<file path="src/rtl/clk_div_bank.sv">
// Bank of N_CH run-time-programmable clock dividers on clk_in, each with a registered divided clock and tick.
// Optional macro CLK_DIV_BANK_SYNC_EN adds a `sync` input that restarts all enabled channels phase-aligned.
module clk_div_bank #(
  parameter int unsigned N_CH    = 4,
  parameter int unsigned CNT_W   = 16,
  parameter int unsigned DEF_DIV = 2
) (
  input  logic                                          clk_in,
  input  logic                                          reset,
  input  logic [N_CH-1:0]                               en,
  input  logic                                          div_we,
  input  logic [((N_CH > 1) ? $clog2(N_CH) : 1)-1:0]   div_sel,
  input  logic [CNT_W-1:0]                              div_val,
`ifdef CLK_DIV_BANK_SYNC_EN
  input  logic                                          sync,
`endif
  output logic [N_CH-1:0]                               clk_out,
  output logic [N_CH-1:0]                               tick
);

  localparam int unsigned SEL_W = (N_CH > 1) ? $clog2(N_CH) : 1;
  localparam logic [CNT_W-1:0] MIN_DIV = CNT_W'(2);
  localparam logic [CNT_W-1:0] ONE     = CNT_W'(1);

  // Reset divisor of channel ch: DEF_DIV scaled by 2^ch.
  function automatic logic [CNT_W-1:0] def_div(input int unsigned ch);
    return CNT_W'(DEF_DIV << ch);
  endfunction

  logic [CNT_W-1:0] shd_q [N_CH];
  logic [CNT_W-1:0] shd_d [N_CH];
  logic [CNT_W-1:0] div_q [N_CH];
  logic [CNT_W-1:0] div_d [N_CH];
  logic [CNT_W-1:0] cnt_q [N_CH];
  logic [CNT_W-1:0] cnt_d [N_CH];
  logic [CNT_W-1:0] cnt_inc_c [N_CH];
  logic [N_CH-1:0]  clk_q;
  logic [N_CH-1:0]  clk_d;
  logic [N_CH-1:0]  tick_q;
  logic [N_CH-1:0]  tick_d;
  logic [N_CH-1:0]  wrap_c;
  logic [N_CH-1:0]  sel_hit_c;
  logic [CNT_W-1:0] wr_val_c;
  logic             sync_c;

`ifdef CLK_DIV_BANK_SYNC_EN
  assign sync_c = sync;
`else
  assign sync_c = 1'b0;
`endif

  // Divisors below 2 cannot produce a toggling clock, so they clamp to 2.
  assign wr_val_c = (div_val < MIN_DIV) ? MIN_DIV : div_val;

  // Per-channel next state: shadow capture, boundary restart, count, or park.
  always_comb begin
    for (int unsigned i = 0; i < N_CH; i++) begin
      shd_d[i]     = shd_q[i];
      div_d[i]     = div_q[i];
      cnt_d[i]     = cnt_q[i];
      clk_d[i]     = 1'b0;
      tick_d[i]    = 1'b0;
      cnt_inc_c[i] = cnt_q[i] + ONE;
      wrap_c[i]    = (cnt_q[i] == (div_q[i] - ONE));
      sel_hit_c[i] = div_we && (32'(div_sel) == 32'(i));
    end

    for (int unsigned i = 0; i < N_CH; i++) begin
      if (sel_hit_c[i]) begin
        shd_d[i] = wr_val_c;
      end

      // A parked channel sits at D-1, so enabling it makes the next edge a boundary.
      if ((wrap_c[i] || sync_c) && en[i]) begin
        cnt_d[i]  = '0;
        div_d[i]  = shd_q[i];
        clk_d[i]  = 1'b1;
        tick_d[i] = 1'b1;
      end else if (wrap_c[i]) begin
        cnt_d[i] = cnt_q[i];
      end else begin
        cnt_d[i] = cnt_inc_c[i];
        clk_d[i] = (cnt_inc_c[i] < (div_q[i] >> 1));
      end
    end
  end

  // State registers; channels come out of reset parked at D-1.
  always_ff @(posedge clk_in or negedge reset) begin
    if (!reset) begin
      for (int unsigned i = 0; i < N_CH; i++) begin
        shd_q[i] <= def_div(i);
        div_q[i] <= def_div(i);
        cnt_q[i] <= def_div(i) - ONE;
      end
      clk_q  <= '0;
      tick_q <= '0;
    end else begin
      for (int unsigned i = 0; i < N_CH; i++) begin
        shd_q[i] <= shd_d[i];
        div_q[i] <= div_d[i];
        cnt_q[i] <= cnt_d[i];
      end
      clk_q  <= clk_d;
      tick_q <= tick_d;
    end
  end

  assign clk_out = clk_q;
  assign tick    = tick_q;

endmodule

</file>
<file path="config.mk">
export PLATFORM = sky130hd
export DESIGN_NAME = clk_div_bank
export DESIGN_NICKNAME = d
export VERILOG_FILES = /design/src/rtl/clk_div_bank.sv
export SDC_FILE = /design/constraint.sdc
export NUM_CORES = 1
export LEC_CHECK = 0
export ABC_AREA = 1
export CORE_ASPECT_RATIO = 1.25
export CORE_MARGIN = 4
export CORE_UTILIZATION = 65
export CTS_BUF_LIST = sky130_fd_sc_hd__clkbuf_8
export CTS_CLUSTER_DIAMETER = 100
export DETAILED_ROUTE_END_ITERATION = 10
export HOLD_SLACK_MARGIN = 0.1
export PLACE_DENSITY_LB_ADDON = 0.1
export SYNTH_ARGS = -nofsm -noshare
export SYNTH_HDL_FRONTEND = slang
export SYNTH_SLANG_ARGS = --single-unit
</file>
<file path="constraint.sdc">
create_clock -name clk_in -period 3.2 [get_ports clk_in]
set_input_delay 0.64 -clock clk_in [delete_from_list [all_inputs] [get_ports clk_in]]
set_output_delay 0.64 -clock clk_in [all_outputs]
set_load 0.03 [all_outputs]
</file>
==> results.sh, run 1 <==
export IMPL_r2r_start="cnt_q[0]"
export IMPL_area_growth_syn_to_layout_pct=6.326
export IMPL_syn_num_nets=2012
export IMPL_initial_core_util_pct=65.84
export IMPL_crit_buf_inv=1
export IMPL_clock_sinks=200
export IMPL_grt_pass1_vias=11620
export IMPL_drv_cap=0
export IMPL_final_cell_mix="nand2_1 (672), inv_1 (224), dfrtp_1 (182)"
export IMPL_ff2ff_path_depth=16
export IMPL_cp_required_ns=3.62
export IMPL_antenna_found_initial=0
export IMPL_grt_usage_pct=28.64
export IMPL_die_height_um=170.4
export IMPL_ir_drop_uv=373.3
export IMPL_numCtsBuffers=17
export IMPL_grt_max_degree=68
export IMPL_clk_pin_slew_ns=0.11
export IMPL_yosysWarnings=0
export IMPL_n_antenna_cell=0
export IMPL_synthFlopType="dfrtp_1"
export IMPL_drive_above_1_share_pct=6.783
export IMPL_fin_crit_sh_pct=90.48
export IMPL_path_max_fanout=6
export IMPL_hp_class="in2async"
export IMPL_tritoncts="yes"
export IMPL_crit_arrival_ns=3.32
export IMPL_core_area_sq_um=20820
export IMPL_wire_per_inst_um=14.50
export IMPL_clockBufferDepth=2
export IMPL_rows=59
export IMPL_gp_congestion=0.9508
export IMPL_synth_edff_count=0
export IMPL_postLayoutCoreUtil_pct=70.00
export IMPL_ys_types=42
export IMPL_clkLatencyLatePin_ns=0.48
export IMPL_holdBufCountCts=0
export IMPL_final_min_clock_period_ns=2.896
export IMPL_viasPerCell=5.484
export IMPL_worstSetupPathType="reg2reg"
export IMPL_ctsRootBufferMaster="clkbuf_8"
export IMPL_tightestPinTransition_ns=0.7483
export IMPL_synth_area_sq_um=13710
export IMPL_slowest_delay_ns=0.60
export IMPL_synth_avg_cell_area_sq_um=7.127
export IMPL_final_seq_area_sq_um=5027
export IMPL_startpoint_type="flip-flop"
export IMPL_multi_input_area_sq_um=7453
export IMPL_critPathCaptureType="flip-flop"
export IMPL_cp_top_family="simple AND/OR/NAND/NOR gates"
export IMPL_rsz0062_at_grt="no"
export IMPL_dr_pass1_iters=5
export IMPL_p_leak_nw=7.858
export IMPL_finalSetupTns_ns=0
export IMPL_synth_seq_cells=200
export IMPL_ant_nets=0
export IMPL_die_width_um=137.9
export IMPL_r2r_end="clk_out[3]"
export IMPL_final_common_cell="nand2_1"
export IMPL_hold_viol=0
export IMPL_relSlewSlack_pct=50.06
export IMPL_setup_viol=0
export IMPL_clock_skew_ns=0.01244
export IMPL_grt_pass1_wl_mm=54.52
export IMPL_post_cts_resized=0
export IMPL_grt_ovfl_total=0
export IMPL_drv_slew=0
export IMPL_nets=2022
export IMPL_rrSetupSlack_ns=0.30
export IMPL_max_freq_ghz=0.3454
export IMPL_die_area_sq_um=23490
export IMPL_wl_mm=32.20
export IMPL_drc=0
export IMPL_crit_slowest_cell="dfstp_2"
export IMPL_io_buffer_count=32
export IMPL_hpwl_mm=24.31
export IMPL_seq_area_frac_synth_pct=36.68
export IMPL_async_reset_ff_share_pct=100.0
export IMPL_first_iter_violations=833
export IMPL_postCtsSetupBuffers=0
export IMPL_status="complete, no violations"
export IMPL_htree_levels=4
export IMPL_io_pins=33
export IMPL_n_fill_cell=1800
export IMPL_power_density_nw_per_um2=573.8
export IMPL_num_vias=12170
export IMPL_syn_inst=1923
export IMPL_crit_chain="ha_1 -> nand2_1 -> nor2_1 -> nand3_1 -> nor2_1 -> nand3_1 -> nor3_1 -> xor2_1 -> inv_1 -> ha_1 -> and3_1 -> o21ai_0 -> nand4_1 -> nor2_1 -> nand2_1 -> nand2_1"
-- cell usage after synthesis, drive strengths merged (2+ instances only) --
master  number  area (sq um)
dfstp       18         473.0
nand3b      19         142.6
o211ai       2         15.01
nor3        21         116.4
and3         2         12.51
a21oi       31         155.2
o21ai       81         405.4
xor2        55         481.7
dfrtp      182          4554
inv        229         859.6
o21bai       2         15.01
or2          2         12.51
nand2      685          2619
nor2       183         893.4
ha          64         800.8
buf         33         266.5
xnor2       33         289.0
clkbuf      25         96.34
clkinv       2         7.510
nand4       77         481.7
a21o         3         22.52
nor4         4         25.02
nand3      159         865.8
a31oi        2         12.51
o31ai        4         30.03
-- cells by family after synthesis --
family,count (synthesis),share of synthesized area [%]
compound gates,128,4.957
xor+xnor,89,5.788
fa+ha+maj,64,5.843
buf+inv,289,8.974
flops,200,36.68
simple gates,1153,37.76
-- worst register-to-register path, delay by kind of cell, from the launching register on --
family | cells | cell delay [ns]
and+or+nand+nor | 11 | 1.45
DFF | 1 | 0.60
adders and majority gates | 2 | 0.49
xor gates and xnor gates | 1 | 0.17
buffers and inverters | 1 | 0.07
AOI/OAI and AO/OA | 1 | 0.07
-- layout make-up --
cell class / instances / area share, %
clock buffer: 18 / 1.700
clock inverter: 14 / 1.082
inverter: 231 / 5.950
multi-input combinational: 1434 / 51.15
sequential: 200 / 34.50
tap: 274 / 2.353
timing repair buffer: 49 / 3.271
-- worst max path at each step --
stage                    from    endpoint  slack [ns]  depth (start not counted)
CTS                 cnt_q[32]  clk_out[1]        0.30                         16
detailed placement  cnt_q[32]  clk_out[1]        0.31                         16
global route        cnt_q[32]  clk_out[1]       0.005                         16
global placement    cnt_q[32]  clk_out[1]        0.36                         15
finish               cnt_q[0]  clk_out[3]        0.30                         16
floorplan           cnt_q[32]  clk_out[1]        0.60                         15
-- registers in the layout (all words and copies together), names as in the netlist --
register,flops
tick,4
clk_out,4
shd_q,64
div_q,64
cnt_q,64
-- per-layer routing --
| layer | part of all wire, % | wire length [um] | track usage (%) | vias to the layer above |
|---|---|---|---|---|
| met4 | 2.5 | 792 | 8.810 | 0 |
| met3 | 3.6 | 1173 | 3.312 | 57 |
| met5 | 0 | 0 | 0 | - |
| met1 | 44 | 14300 | 37.51 | 5731 |
| met2 | 49 | 15930 | 49.70 | 252 |
| li1 | - | - | - | 6134 |
-- through the flow --
stage                     hold slack (ns)  cells  worst slack, ns  cell area (sq um)  power (mW)
after global routing               0.1729   2220         0.005036              14570       9.058
after detailed placement           0.4719   2188           0.3077              14160       6.691
final                              0.1361   2220           0.3045              14570       8.362
after global placement             0.4656   2188           0.3642              14160       6.555
after floorplan                    0.3444   1923           0.5994              13710       5.896
after CTS                          0.1480   2220           0.3044              14570       8.373
-- power by group --
part,internal [mW],switching (mW)
logic,1.25,1.89
clock network,0.674,0.997
registers,2.99,0.561
total,4.92,3.45
(Power assumes the default switching activity.)
==> run 2, diff against run 1 <==
--- a/config.mk
+++ b/config.mk
@@ -6,14 +6,15 @@
 export NUM_CORES = 1
 export LEC_CHECK = 0
 export ABC_AREA = 1
-export CORE_ASPECT_RATIO = 1.25
+export CORE_ASPECT_RATIO = 1.4
 export CORE_MARGIN = 4
 export CORE_UTILIZATION = 65
 export CTS_BUF_LIST = sky130_fd_sc_hd__clkbuf_8
 export CTS_CLUSTER_DIAMETER = 100
 export DETAILED_ROUTE_END_ITERATION = 10
 export HOLD_SLACK_MARGIN = 0.1
-export PLACE_DENSITY_LB_ADDON = 0.1
+export PLACE_DENSITY_LB_ADDON = 0.2
 export SYNTH_ARGS = -nofsm -noshare
 export SYNTH_HDL_FRONTEND = slang
 export SYNTH_SLANG_ARGS = --single-unit
+export TNS_END_PERCENT = 10
==> results.sh, run 2 (synthesis gave the netlist of run 1 again) <==
export IMPL_core_area_sq_um=20630
export IMPL_viasPerCell=5.574
export IMPL_grt_pass1_vias=11770
export IMPL_ant_nets=0
export IMPL_worstSetupPathType="reg2reg"
export IMPL_grt_ovfl_total=0
export IMPL_tritoncts="yes"
export IMPL_hpwl_mm=24.40
export IMPL_crit_slowest_cell="dfstp_2"
export IMPL_area_growth_syn_to_layout_pct=6.409
export IMPL_rsz0062_at_grt="no"
export IMPL_setup_viol=0
export IMPL_fin_crit_sh_pct=88.04
export IMPL_drv_cap=0
export IMPL_finalSetupTns_ns=0
export IMPL_final_cell_mix="nand2_1 (672), inv_1 (224), dfrtp_1 (182)"
export IMPL_nets=2021
export IMPL_path_max_fanout=7
export IMPL_slowest_delay_ns=0.60
export IMPL_postCtsSetupBuffers=0
export IMPL_ir_drop_uv=483.4
export IMPL_clk_pin_slew_ns=0.12
export IMPL_clock_sinks=200
export IMPL_drv_slew=0
export IMPL_wl_mm=32.46
export IMPL_status="complete, no violations"
export IMPL_fin_cells=2201
export IMPL_critPathCaptureType="flip-flop"
export IMPL_rows=62
export IMPL_grt_pass1_wl_mm=55.74
export IMPL_drc=0
export IMPL_crit_arrival_ns=3.25
export IMPL_ctsRootBufferMaster="clkbuf_8"
export IMPL_n_antenna_cell=0
export IMPL_relSlewSlack_pct=50.77
export IMPL_first_iter_violations=944
export IMPL_worst_slack_ns=0.3827
export IMPL_p_leak_nw=7.878
export IMPL_post_cts_resized=0
export IMPL_cp_required_ns=3.63
export IMPL_htree_levels=4
export IMPL_io_pins=33
export IMPL_die_width_um=130.7
export IMPL_die_height_um=179.8
export IMPL_preCtsSetupSlack_ns=0.3744
export IMPL_crit_chain="ha_1 -> nand2_1 -> nor2_1 -> nand3_1 -> nor2_1 -> nand2_1 -> nor2_1 -> nand3_1 -> xor2_1 -> inv_1 -> ha_1 -> and3_1 -> a211oi_1 -> nand3_1 -> nand2_1"
export IMPL_antenna_found_initial=0
export IMPL_wire_per_inst_um=14.75
export IMPL_startpoint_type="flip-flop"
export IMPL_hp_class="in2async"
export IMPL_cp_top_family="simple AND/OR/NAND/NOR gates"
export IMPL_final_min_clock_period_ns=2.817
export IMPL_drive_above_1_share_pct=6.787
export IMPL_gp_congestion=0.9472
export IMPL_max_freq_ghz=0.3549
export IMPL_holdBufCountCts=0
export IMPL_numCtsBuffers=17
export IMPL_num_vias=12270
export IMPL_dr_pass1_iters=5
export IMPL_io_buffer_count=32
export IMPL_hold_viol=0
export IMPL_initial_core_util_pct=66.42
export IMPL_tightestPinTransition_ns=0.7377
export IMPL_place_inst=2169
export IMPL_power_density_nw_per_um2=577.6
export IMPL_clkLatencyLatePin_ns=0.50
export IMPL_clockBufferDepth=2
export IMPL_top_regs="cnt_q: 64 flops, div_q: 64 flops, shd_q: 64 flops"
export IMPL_grt_usage_pct=28.98
export IMPL_grt_max_degree=77
export IMPL_die_area_sq_um=23510
export IMPL_crit_buf_inv=1
export IMPL_clock_skew_ns=0.02375
export IMPL_final_common_cell="nand2_1"
==> run 2: layout make-up <==
| class | instances | area, sq um |
|---|---|---|
| Tap cell | 256 | 320.3 |
| Timing Repair Buffer | 48 | 469.2 |
| Fill cell | 1776 | 6051 |
| Multi-Input combinational cell | 1434 | 7462 |
| Sequential cell | 200 | 5027 |
| Clock buffer | 17 | 234.0 |
| Inverter | 231 | 867.1 |
| Clock inverter | 15 | 203.9 |
==> run 2: routing by layer <==
layer / GRT usage [%] / part of all wire, % / vias up
met2: 49.29 / 50 / 307
met4: 9.592 / 2.8 / 0
li1: - / - / 6135
met3: 4.276 / 4.4 / 74
met5: 0 / 0 / -
met1: 37.58 / 43 / 5753
==> run 2: path summary, 6_finish.rpt <==
kind | slack [ns] | cells past startpoint | endpoint | startpoint
hold reg to reg | 0.50 | 2 | shd_q[42] | shd_q[42]
min in group clk_in | 0.50 | 2 | shd_q[42] | shd_q[42]
max in group asynchronous | 2.13 | 2 | div_q[49] | reset
setup / recovery | 0.38 | 15 | clk_out[1] | cnt_q[32]
setup reg to reg | 0.38 | 15 | clk_out[1] | cnt_q[32]
hold / removal | 0.16 | 1 | cnt_q[7] | reset
==> run 2: where the power goes <==
part | switching, mW | leakage (nW) | internal, mW
combinational | 1.90 | 5.16 | 1.25
clock | 1.10 | 0.216 | 0.630
sequential | 0.548 | 2.50 | 2.99
total | 3.55 | 7.88 | 4.87
==> run 2: per-stage QoR <==
stage	utilization (%)	instance area [sq um]	hold WS (ns)	total power, mW
after global placement	68.49	14130	0.4660	6.559
after CTS	70.61	14570	0.1787	8.428
after detailed placement	68.49	14130	0.4738	6.690
final	70.68	14580	0.1573	8.423
after global routing	70.68	14580	0.2048	9.163
after floorplan	-	13710	0.3444	5.896
